--- config.mk ---
export PLATFORM = sky130hd
export DESIGN_NAME = muldiv_sequencer
export DESIGN_NICKNAME = d
export VERILOG_FILES = /design/src/rtl/muldiv_pkg.sv /design/src/rtl/muldiv_step.sv /design/src/rtl/muldiv_sequencer.sv
export SDC_FILE = /design/constraint.sdc
export NUM_CORES = 1
export LEC_CHECK = 0
export ABC_AREA = 1
export CORE_MARGIN = 5
export CORE_UTILIZATION = 50
export CTS_CLUSTER_SIZE = 16
export DETAILED_ROUTE_END_ITERATION = 6
export HOLD_SLACK_MARGIN = 0.05
export PLACE_DENSITY = 0.76
export SLEW_MARGIN = 20
export SYNTH_ARGS = -nofsm -noshare
export SYNTH_HDL_FRONTEND = slang
export SYNTH_HIERARCHICAL = 1
export SYNTH_SLANG_ARGS = --single-unit
--- constraint.sdc ---
create_clock -name clk_i -period 6.1 [get_ports clk_i]
set_clock_uncertainty 0.1 [all_clocks]
set_input_delay 0.915 -clock clk_i [delete_from_list [all_inputs] [get_ports clk_i]]
set_output_delay 0.915 -clock clk_i [all_outputs]
set_load 0.02 [all_outputs]
--- src/rtl/muldiv_pkg.sv ---
// Shared definitions for the iterative multiply/divide unit:
// operation encodings, sequencer states and default sizes.
package muldiv_pkg;

    localparam int MD_WIDTH = 32;
    localparam int MD_CNT_W = 6;

    typedef enum logic [1:0] {
        MD_MULT  = 2'b00,
        MD_MULTU = 2'b01,
        MD_DIV   = 2'b10,
        MD_DIVU  = 2'b11
    } md_op_e;

    typedef enum logic [1:0] {
        S_IDLE = 2'b00,
        S_RUN  = 2'b01,
        S_FIX  = 2'b10
    } md_state_e;

endpackage

--- src/rtl/muldiv_step.sv ---
// One iteration over the {acc, work} pair: shift-add for multiply,
// restoring trial subtraction for divide.
import muldiv_pkg::*;

module muldiv_step #(
    parameter int WIDTH = MD_WIDTH
) (
    input  logic             i_is_div,
    input  logic [WIDTH-1:0] i_acc,
    input  logic [WIDTH-1:0] i_work,
    input  logic [WIDTH-1:0] i_opnd,
    output logic [WIDTH-1:0] o_acc,
    output logic [WIDTH-1:0] o_work
);

    logic [WIDTH:0]   w_sum;
    logic [WIDTH:0]   w_shl;
    logic [WIDTH-1:0] w_diff;
    logic             w_ge;

    // Multiply: conditionally add multiplicand, shift product right.
    assign w_sum  = {1'b0, i_acc} + (i_work[0] ? {1'b0, i_opnd} : '0);

    // Divide: shift next dividend bit into the partial remainder.
    // The difference always fits WIDTH bits when it is kept.
    assign w_shl  = {i_acc, i_work[WIDTH-1]};
    assign w_ge   = (w_shl >= {1'b0, i_opnd});
    assign w_diff = w_shl[WIDTH-1:0] - i_opnd;

    // Select the next accumulator/work pair for the latched op.
    always_comb begin
        o_acc  = '0;
        o_work = '0;
        if (i_is_div) begin
            o_acc  = w_ge ? w_diff : w_shl[WIDTH-1:0];
            o_work = {i_work[WIDTH-2:0], w_ge};
        end else begin
            o_acc  = w_sum[WIDTH:1];
            o_work = {w_sum[0], i_work[WIDTH-1:1]};
        end
    end

endmodule

--- src/rtl/muldiv_sequencer.sv ---
// Multi-cycle MULT/MULTU/DIV/DIVU sequencer writing HI/LO.
// Works on magnitudes and fixes signs in a final cycle.
import muldiv_pkg::*;

module muldiv_sequencer #(
    parameter int WIDTH = MD_WIDTH,
    parameter int CNT_W = MD_CNT_W
) (
    input  logic             clk_i,
    input  logic             rst_i,
    input  logic             start_i,
    input  logic [1:0]       op_i,
    input  logic [WIDTH-1:0] src1_i,
    input  logic [WIDTH-1:0] src2_i,
    input  logic             flush_i,
    output logic             busy_o,
    output logic             done_o,
    output logic [WIDTH-1:0] hi_o,
    output logic [WIDTH-1:0] lo_o
);

    md_state_e          r_state;
    logic [CNT_W-1:0]   r_cnt;
    logic               r_is_div;
    logic               r_neg1;
    logic               r_neg2;
    logic               r_divz;
    logic [WIDTH-1:0]   r_acc;
    logic [WIDTH-1:0]   r_work;
    logic [WIDTH-1:0]   r_opnd;
    logic [WIDTH-1:0]   r_hi;
    logic [WIDTH-1:0]   r_lo;
    logic               r_done;

    logic               w_div;
    logic               w_sgn;
    logic               w_neg1;
    logic               w_neg2;
    logic [WIDTH-1:0]   w_mag1;
    logic [WIDTH-1:0]   w_mag2;
    logic [WIDTH-1:0]   w_nacc;
    logic [WIDTH-1:0]   w_nwork;
    logic               w_last;
    logic [2*WIDTH-1:0] w_prod;
    logic [2*WIDTH-1:0] w_prod_fix;
    logic [WIDTH-1:0]   w_quot;
    logic [WIDTH-1:0]   w_rem;
    logic [WIDTH-1:0]   w_hi_fix;
    logic [WIDTH-1:0]   w_lo_fix;

    // Decode the requested op; unsigned ops never see a negative operand.
    assign w_div  = (op_i == MD_DIV) || (op_i == MD_DIVU);
    assign w_sgn  = (op_i == MD_MULT) || (op_i == MD_DIV);
    assign w_neg1 = w_sgn & src1_i[WIDTH-1];
    assign w_neg2 = w_sgn & src2_i[WIDTH-1];
    assign w_mag1 = w_neg1 ? -src1_i : src1_i;
    assign w_mag2 = w_neg2 ? -src2_i : src2_i;

    assign w_last = (r_cnt == CNT_W'(WIDTH - 1));

    muldiv_step #(
        .WIDTH (WIDTH)
    ) u_step (
        .i_is_div (r_is_div),
        .i_acc    (r_acc),
        .i_work   (r_work),
        .i_opnd   (r_opnd),
        .o_acc    (w_nacc),
        .o_work   (w_nwork)
    );

    // Sign correction of the magnitude result.
    // Divide-by-zero forces an all-ones quotient; the remainder path
    // already reproduces the original dividend in that case.
    assign w_prod     = {r_acc, r_work};
    assign w_prod_fix = (r_neg1 ^ r_neg2) ? -w_prod : w_prod;
    assign w_quot     = r_divz ? '1
                      : ((r_neg1 ^ r_neg2) ? -r_work : r_work);
    assign w_rem      = r_neg1 ? -r_acc : r_acc;
    assign w_hi_fix   = r_is_div ? w_rem  : w_prod_fix[2*WIDTH-1:WIDTH];
    assign w_lo_fix   = r_is_div ? w_quot : w_prod_fix[WIDTH-1:0];

    // Sequencer FSM, iteration datapath and HI/LO registers.
    always_ff @(posedge clk_i) begin
        if (rst_i) begin
            r_state  <= S_IDLE;
            r_cnt    <= '0;
            r_is_div <= 1'b0;
            r_neg1   <= 1'b0;
            r_neg2   <= 1'b0;
            r_divz   <= 1'b0;
            r_acc    <= '0;
            r_work   <= '0;
            r_opnd   <= '0;
            r_hi     <= '0;
            r_lo     <= '0;
            r_done   <= 1'b0;
        end else begin
            r_done <= 1'b0;
            unique case (r_state)
                S_IDLE: begin
                    if (start_i && !flush_i) begin
                        r_state  <= S_RUN;
                        r_cnt    <= '0;
                        r_is_div <= w_div;
                        r_neg1   <= w_neg1;
                        r_neg2   <= w_neg2;
                        r_divz   <= w_div && (src2_i == '0);
                        r_acc    <= '0;
                        r_work   <= w_div ? w_mag1 : w_mag2;
                        r_opnd   <= w_div ? w_mag2 : w_mag1;
                    end
                end
                S_RUN: begin
                    if (flush_i) begin
                        r_state <= S_IDLE;
                    end else begin
                        r_acc  <= w_nacc;
                        r_work <= w_nwork;
                        r_cnt  <= r_cnt + CNT_W'(1);
                        if (w_last) begin
                            r_state <= S_FIX;
                        end
                    end
                end
                S_FIX: begin
                    r_state <= S_IDLE;
                    if (!flush_i) begin
                        r_hi   <= w_hi_fix;
                        r_lo   <= w_lo_fix;
                        r_done <= 1'b1;
                    end
                end
                default: begin
                    r_state <= S_IDLE;
                end
            endcase
        end
    end

    assign busy_o = (r_state != S_IDLE);
    assign done_o = r_done;
    assign hi_o   = r_hi;
    assign lo_o   = r_lo;

endmodule

==> run metrics, run 1 <==
CP arrival 3850 ps; antenna-violating nets left 0; min Tclk post-route 3602 ps; switching share of power 46.30%; number of synthesized flops with an enable pin 0; Antenna diodes 0; worst-skew pair later-pin latency 460 ps; total CTS buffers 17; H-tree levels 4; commonest cells after routing, fill and taps aside nand2_1 (1046), inv_1 (407), nor2_1 (309); DR vias 21740; Synth Area per Inst 5.597 um^2; Hold Crit Start r_cnt[2]; HP Class flip-flop to flip-flop; Worst Setup Path Type flip-flop to flip-flop; Pwr Density 216.2 nW/um^2; NumNets Final 3407; initial antenna violation count 1; largest net degree at the start of global routing 80; placed cells 3708; area of the multi-input gates 12360 um^2; Pre-Repair DR Iteration Count 6; sequential power share 30.1%; Worst Path Required 6340 ps; Post-Syn Instances 3211; Initial Utilization 50.53%; Iter 0 DRT Violations 2542; overall routing resource usage 36.18%; maxcap violations 0; Rel. slew slack 32.09%; vias in the first global route 20020; Slew Limit Fails 0; CTS sink cnt 173; Distinct cells, synth 53; static leakage 10.08 nW; Synth Flop Type dfxtp_1; RSZ-0062 raised after global routing no; CTS tree built; clock share of power 27.0%; Resized Gates After CTS 0; Fin. Hold Viols 0; IO Pins 136; PortBufs 135; Ys Warns 6; mapped cell area 17970 um^2; total grt overflow 0; sequential share of the synthesized area 19.27%; Setup Buffers After CTS 0; Final HPWL DP 58900 um; DRC violations left 0; die height 199.6 um; register area 3465 um^2; Die Area 39840 um^2; Async SR Flop Fraction 0%; WL/cell 19.73 um; Worst setup SP type flip-flop; Int Power 0.002336 W; post-layout util 56.56%; Max FO, Critical Path 52; VDD IR max 231.4 uV; Tightest Pin Transition 1017 ps; Yosys reg bits 173; proportion of layout cells with a drive suffix above 1 4.727%; final period utilization 59.05%; via/cell ratio 5.811; RR Startpoint r_neg1; row count 69; Final Non-Filler Cells 3740; commonest non-fill, non-tap cell in the layout nand2_1; P&R area growth vs syn 11.93%; first-pass GRT wire length 112600 um; fmax 277.6 MHz; GPL Wtd Cong 1.031; fillcell total 3737; die width 199.6 um; clk root buf clkbuf_16; clock slew seen by the registers of the worst setup and hold paths 80 ps; Max Buffers Root-to-Sink 2; combinational power share 43.0%; status finished clean; core area 35570 um^2; Psw 0.002014 W; start point of the critical path r_neg1; WL final 73810 um; CP endpoint kind flip-flop; endpoints failing setup 0; Setup TNS Final 0 ps; hold_buf cts 0; post-synthesis net count 3352
-- worst max-delay path, stage by stage, from the launching register on --
cell and delay, ps:
dfxtp_1 310, buf_4 270, or2_1 140, nand2_1 500, inv_2 1000, o21ai_0 310, nand4_1 310, nand2_1 160
nand2_1 90, nand2_1 50, o21bai_1 170, inv_1 60
-- sequential cells by signal, indices dropped and copies added, names as in the netlist --
| register | count |
|---|---|
| r_neg2 | 1 |
| r_work | 32 |
| r_divz | 1 |
| r_opnd | 32 |
| r_acc | 32 |
| r_cnt | 6 |
| r_is_div | 1 |
| done_o | 1 |
| r_neg1 | 1 |
| r_state | 2 |
| lo_o | 32 |
| hi_o | 32 |
-- stage by stage --
step	power, W	hold slack, ps	setup WS, ps	cell area (um^2)
2_1_floorplan	0.002608	334.1	3498	17970
3_3_place_gp	0.003108	349.1	2282	19480
3_5_place_dp	0.003135	355.3	2201	19480
4_1_cts	0.004298	366.3	2665	20120
5_1_grt	0.004596	397.9	2317	20120
6_report	0.004350	363.8	2498	20120
-- power groups by stage --
| stage | combinational (W) | sequential [W] | clock (W) |
|---|---|---|---|
| after floorplan | 0.00135 | 0.00126 | 0 |
| after CTS | 0.00182 | 0.00130 | 0.00118 |
| after global placement | 0.00178 | 0.00133 | 0 |
| after global routing | 0.00205 | 0.00131 | 0.00123 |
| after detailed placement | 0.00181 | 0.00133 | 0 |
| final | 0.00187 | 0.00131 | 0.00117 |
-- path summary, 6_finish.rpt --
| kind | end | slack (ps) | cells past startpoint |
|---|---|---|---|
| worst max-delay path | hi_o[12] | 2500 | 11 |
| worst min-delay path | r_cnt[2] | 360 | 2 |
| worst max register to register | hi_o[12] | 2500 | 11 |
| worst min register to register | r_cnt[2] | 360 | 2 |
-- final cells by class --
type | count | area share, %
multi-input combinational | 2497 | 61.42
sequential | 173 | 17.22
inverter | 423 | 7.898
timing repair buffer | 154 | 7.426
tap | 461 | 2.867
clock buffer | 17 | 2.115
clock inverter | 15 | 1.051
-- kinds of logic after synthesis --
group | after synthesis | share of synthesized area [%]
AOI/OAI and AO/OA | 528 | 16.59
xor gates and xnor gates | 78 | 3.801
adders and majority gates | 71 | 5.026
buffers and inverters | 541 | 12.01
DFF | 173 | 19.27
and+or+nand+nor | 1820 | 43.31
-- Yosys cell counts (3+ instances only) --
cell type  instances  area [um^2]
or2_1              3        18.77
nand3b_1          36        270.3
and2_1             3        18.77
nand4_1           33        206.5
ha_1              69        863.3
nor2_4             8        90.09
buf_4              8        60.06
o221ai_1           7        61.31
dfxtp_1          173         3463
o21ai_0          186        930.9
or2_2             11        68.82
a21oi_2            5        43.79
a21o_1             6        45.04
nand3_1          284         1421
nor4_1             3        18.77
nand2_2           22        137.6
o211ai_1          28        210.2
buf_6              5        56.30
a211oi_1          20        150.1
o21a_1            20        150.1
a21oi_1          204         1021
buf_2             35        175.2
a31oi_1           12        75.07
inv_1            408         1531
xnor2_1           32        280.3
o21bai_1          17        127.6
nand3_2            3        30.03
buf_1              9        33.78
nor3_1            23        115.1
o21ai_1           11        55.05
nor2_1           309         1160
clkbuf_1          60        225.2
nand2_1         1046         3926
o21ai_2            4        35.03
inv_2             13        48.80
nor2_2            27        168.9
xor2_1            46        402.9
-- per-layer routing --
| layer | GRT usage (%) | up-vias | wire length, um |
|---|---|---|---|
| li1 | - | 10400 | - |
| met1 | 47.72 | 9984 | 30300 |
| met2 | 57.70 | 1143 | 32960 |
| met3 | 5.564 | 212 | 6367 |
| met4 | 17.86 | 0 | 4172 |
| met5 | 0 | - | 0 |
Note: power is estimated with default switching activity, not from simulation.
==> inputs of run 2 (changes only) <==
--- a/config.mk
+++ b/config.mk
@@ -11,7 +11,7 @@
 export CTS_CLUSTER_SIZE = 16
 export DETAILED_ROUTE_END_ITERATION = 6
 export HOLD_SLACK_MARGIN = 0.05
-export PLACE_DENSITY = 0.76
+export PLACE_DENSITY = 0.79
 export SLEW_MARGIN = 20
 export SYNTH_ARGS = -nofsm -noshare
 export SYNTH_HDL_FRONTEND = slang
==> constraint.sdc (replaced) <==
create_clock -name clk_i -period 3.1 [get_ports clk_i]
set_clock_uncertainty 0.1 [all_clocks]
set_input_delay 0.465 -clock clk_i [delete_from_list [all_inputs] [get_ports clk_i]]
set_output_delay 0.465 -clock clk_i [all_outputs]
set_load 0.02 [all_outputs]
==> run 2 against run 1 <==
Net effect:
- setup slack lost 2400 ps
- critical path type unchanged
- sequential power grew 91%
- first-iteration DRC count grew 2.2%
- fmax grew 21%
- wire length grew 5.0%
- largest power group unchanged
- sequential share of layout area shrank 0.67 points
- utilization grew 2.4 points
- die area is the same
- critical path depth grew 4
- power grew 110%
- global-route usage grew 1.3 points
- register-to-register slack lost 2400 ps
==> run metrics, run 2 (synthesis gave the netlist of run 1 again) <==
Pre-Repair DR Iteration Count 6 (unchanged); final worst slack 121.7 ps (was 2498 ps); overall routing resource usage 37.49% (was 36.18%); Initial Utilization 50.53% (unchanged); vias in the first global route 19970 (was 20020); row count 69 (unchanged); Slowest cell on crit path dfxtp_1 (was inv_2); Pwr Density 429.4 nW/um^2 (was 216.2 nW/um^2); area of the multi-input gates 12390 um^2 (was 12360 um^2); HP Class flip-flop to flip-flop (unchanged); CP endpoint kind flip-flop (unchanged); NumNets Final 3498 (was 3407); maxcap violations 0 (unchanged); WL final 77500 um (was 73810 um); DRC violations left 0 (unchanged); min Tclk post-route 2978 ps (was 3602 ps); post-layout util 58.92% (was 56.56%); endpoints failing setup 0 (unchanged); Rel. slew slack 50.54% (was 32.09%); status finished clean (unchanged); WHS 370.8 ps (was 363.8 ps); commonest cells after routing, fill and taps aside nand2_1 (1046), inv_1 (407), nor2_1 (307) (was nand2_1 (1046), inv_1 (407), nor2_1 (309)); hold_buf cts 0 (unchanged); GPL Wtd Cong 1.077 (was 1.031); Most Frequent Cell on Critical Path nand2_1 (unchanged); core area 35570 um^2 (unchanged); H-tree levels 4 (unchanged); placed inst area 20250 um^2 (was 19480 um^2); via/cell ratio 5.757 (was 5.811); P&R area growth vs syn 16.61% (was 11.93%); Crit path largest cell delay 410 ps (was 1000 ps); VDD IR max 362.4 uV (was 231.4 uV); IO Pins 136 (unchanged); final period utilization 96.07% (was 59.05%); largest net degree at the start of global routing 85 (was 80); Fin. Hold Viols 0 (unchanged); Slew Limit Fails 0 (unchanged); fmax 335.8 MHz (was 277.6 MHz); total CTS buffers 17 (unchanged); Max Buffers Root-to-Sink 2 (unchanged); Worst Path Required 3370 ps (was 6340 ps); CP cell instances inv_1 > ha_1 > nand2_2 > inv_2 > nand2_1 > nand2_1 > a21oi_2 > nand2_2 > nor2_8 > nand2_4 > nand2_1 > nand3_1 > nand2_1 > a21oi_1 > a211oi_1 (was buf_4 > or2_1 > nand2_1 > inv_2 > o21ai_0 > nand4_1 > nand2_1 > nand2_1 > nand2_1 > o21bai_1 > inv_1); post-place setup slack 81.17 ps (was 2201 ps); die width 199.6 um (unchanged); clk root buf clkbuf_16 (unchanged); CTS tree built (unchanged); Max FO, Critical Path 16 (was 52); die height 199.6 um (unchanged); fillcell total 3629 (was 3737); clock slew seen by the registers of the worst setup and hold paths 80 ps (about the same); PortBufs 135 (unchanged); WL/cell 20.22 um (was 19.73 um); Iter 0 DRT Violations 2597 (was 2542); antenna-violating nets left 0 (unchanged); post-route cell area 20960 um^2 (was 20120 um^2); static leakage 10.59 nW (was 10.08 nW); first-pass GRT wire length 116000 um (was 112600 um); Tightest Pin Transition 741.1 ps (was 1017 ps); Final HPWL DP 62820 um (was 58900 um); proportion of layout cells with a drive suffix above 1 7.507% (was 4.727%); worst-skew pair later-pin latency 450 ps (was 460 ps); commonest non-fill, non-tap cell in the layout nand2_1 (unchanged); CP arrival 3240 ps (was 3850 ps); Worst Setup Path Type flip-flop to flip-flop (unchanged); total grt overflow 0 (unchanged); initial antenna violation count 1 (unchanged); Die Area 39840 um^2 (unchanged); Worst setup SP type flip-flop (unchanged); CTS sink cnt 173 (unchanged); DR vias 22060 (was 21740); register area 3468 um^2 (was 3465 um^2)
## run 2: cell types whose count changed in the layout (fill, tap and decap cells not counted), moves of 2 or more
| cell | previous run | this run |
|---|---|---|
| buf_12 | 0 | 9 |
| nor2_1 | 309 | 307 |
| clkinv_8 | 8 | 4 |
| buf_4 | 19 | 99 |
| dfxtp_1 | 172 | 169 |
| inv_8 | 2 | 5 |
| dfxtp_2 | 1 | 4 |
| bufinv_16 | 0 | 2 |
| nor2_2 | 26 | 28 |
## run 2: final timing paths
kind	cells after the start	slack (ps)	from	end
worst max-delay path	15	120	r_opnd[28]	r_acc[22]
worst max register to register	15	120	r_opnd[28]	r_acc[22]
worst min register to register	2	370	r_cnt[2]	r_cnt[2]
worst min-delay path	2	370	r_cnt[2]	r_cnt[2]
## run 2: layout make-up
type	count	area share [%]
flip-flops and latches	173	16.55
diodes	1	0.01194
inverters	423	7.582
clock buffers	17	2.030
repair buffers	243	10.85
multi-input cells	2499	59.12
clock inverters	15	1.104
well taps	461	2.752
## run 2: layer usage
layer,track usage (%),wire length [um],vias to the layer above
met2,58.04,33530,1233
met3,9.088,8169,222
met1,48.71,31010,10010
met4,18.84,4790,0
met5,0,0,-
li1,-,-,10600
## run 2: worst max-delay path: cells and delay by family (launching register included)
family          cells  cell delay (ps)
simple gates        9             1460
flops               1              410
fa+ha+maj           1              410
buf+inv             2              130
compound gates      3              390
## run 2: where the power goes
part / switching, W / total (W) / internal [W] / leakage, nW
registers: 0.000178 / 0.00250 / 0.00232 / 1.41
clock network: 0.00119 / 0.00246 / 0.00127 / 0.319
logic: 0.00274 / 0.00405 / 0.00130 / 8.86
## run 2: metrics by stage
step	setup TNS, ps	total power (W)	std cells
after floorplan	0	0.005132	3211
after global placement	0	0.006344	3796
after detailed placement	0	0.006391	3796
after CTS	0	0.008820	3828
after global routing	-1.718	0.009446	3831
final	0	0.008999	3832
## run 2: what timing repair did
item                                    4_1_cts  5_1_grt
resized for setup                             0        7
setup buffers                                 0        1
endpoints found under the setup margin        0       33
endpoints found under the hold margin         0        0
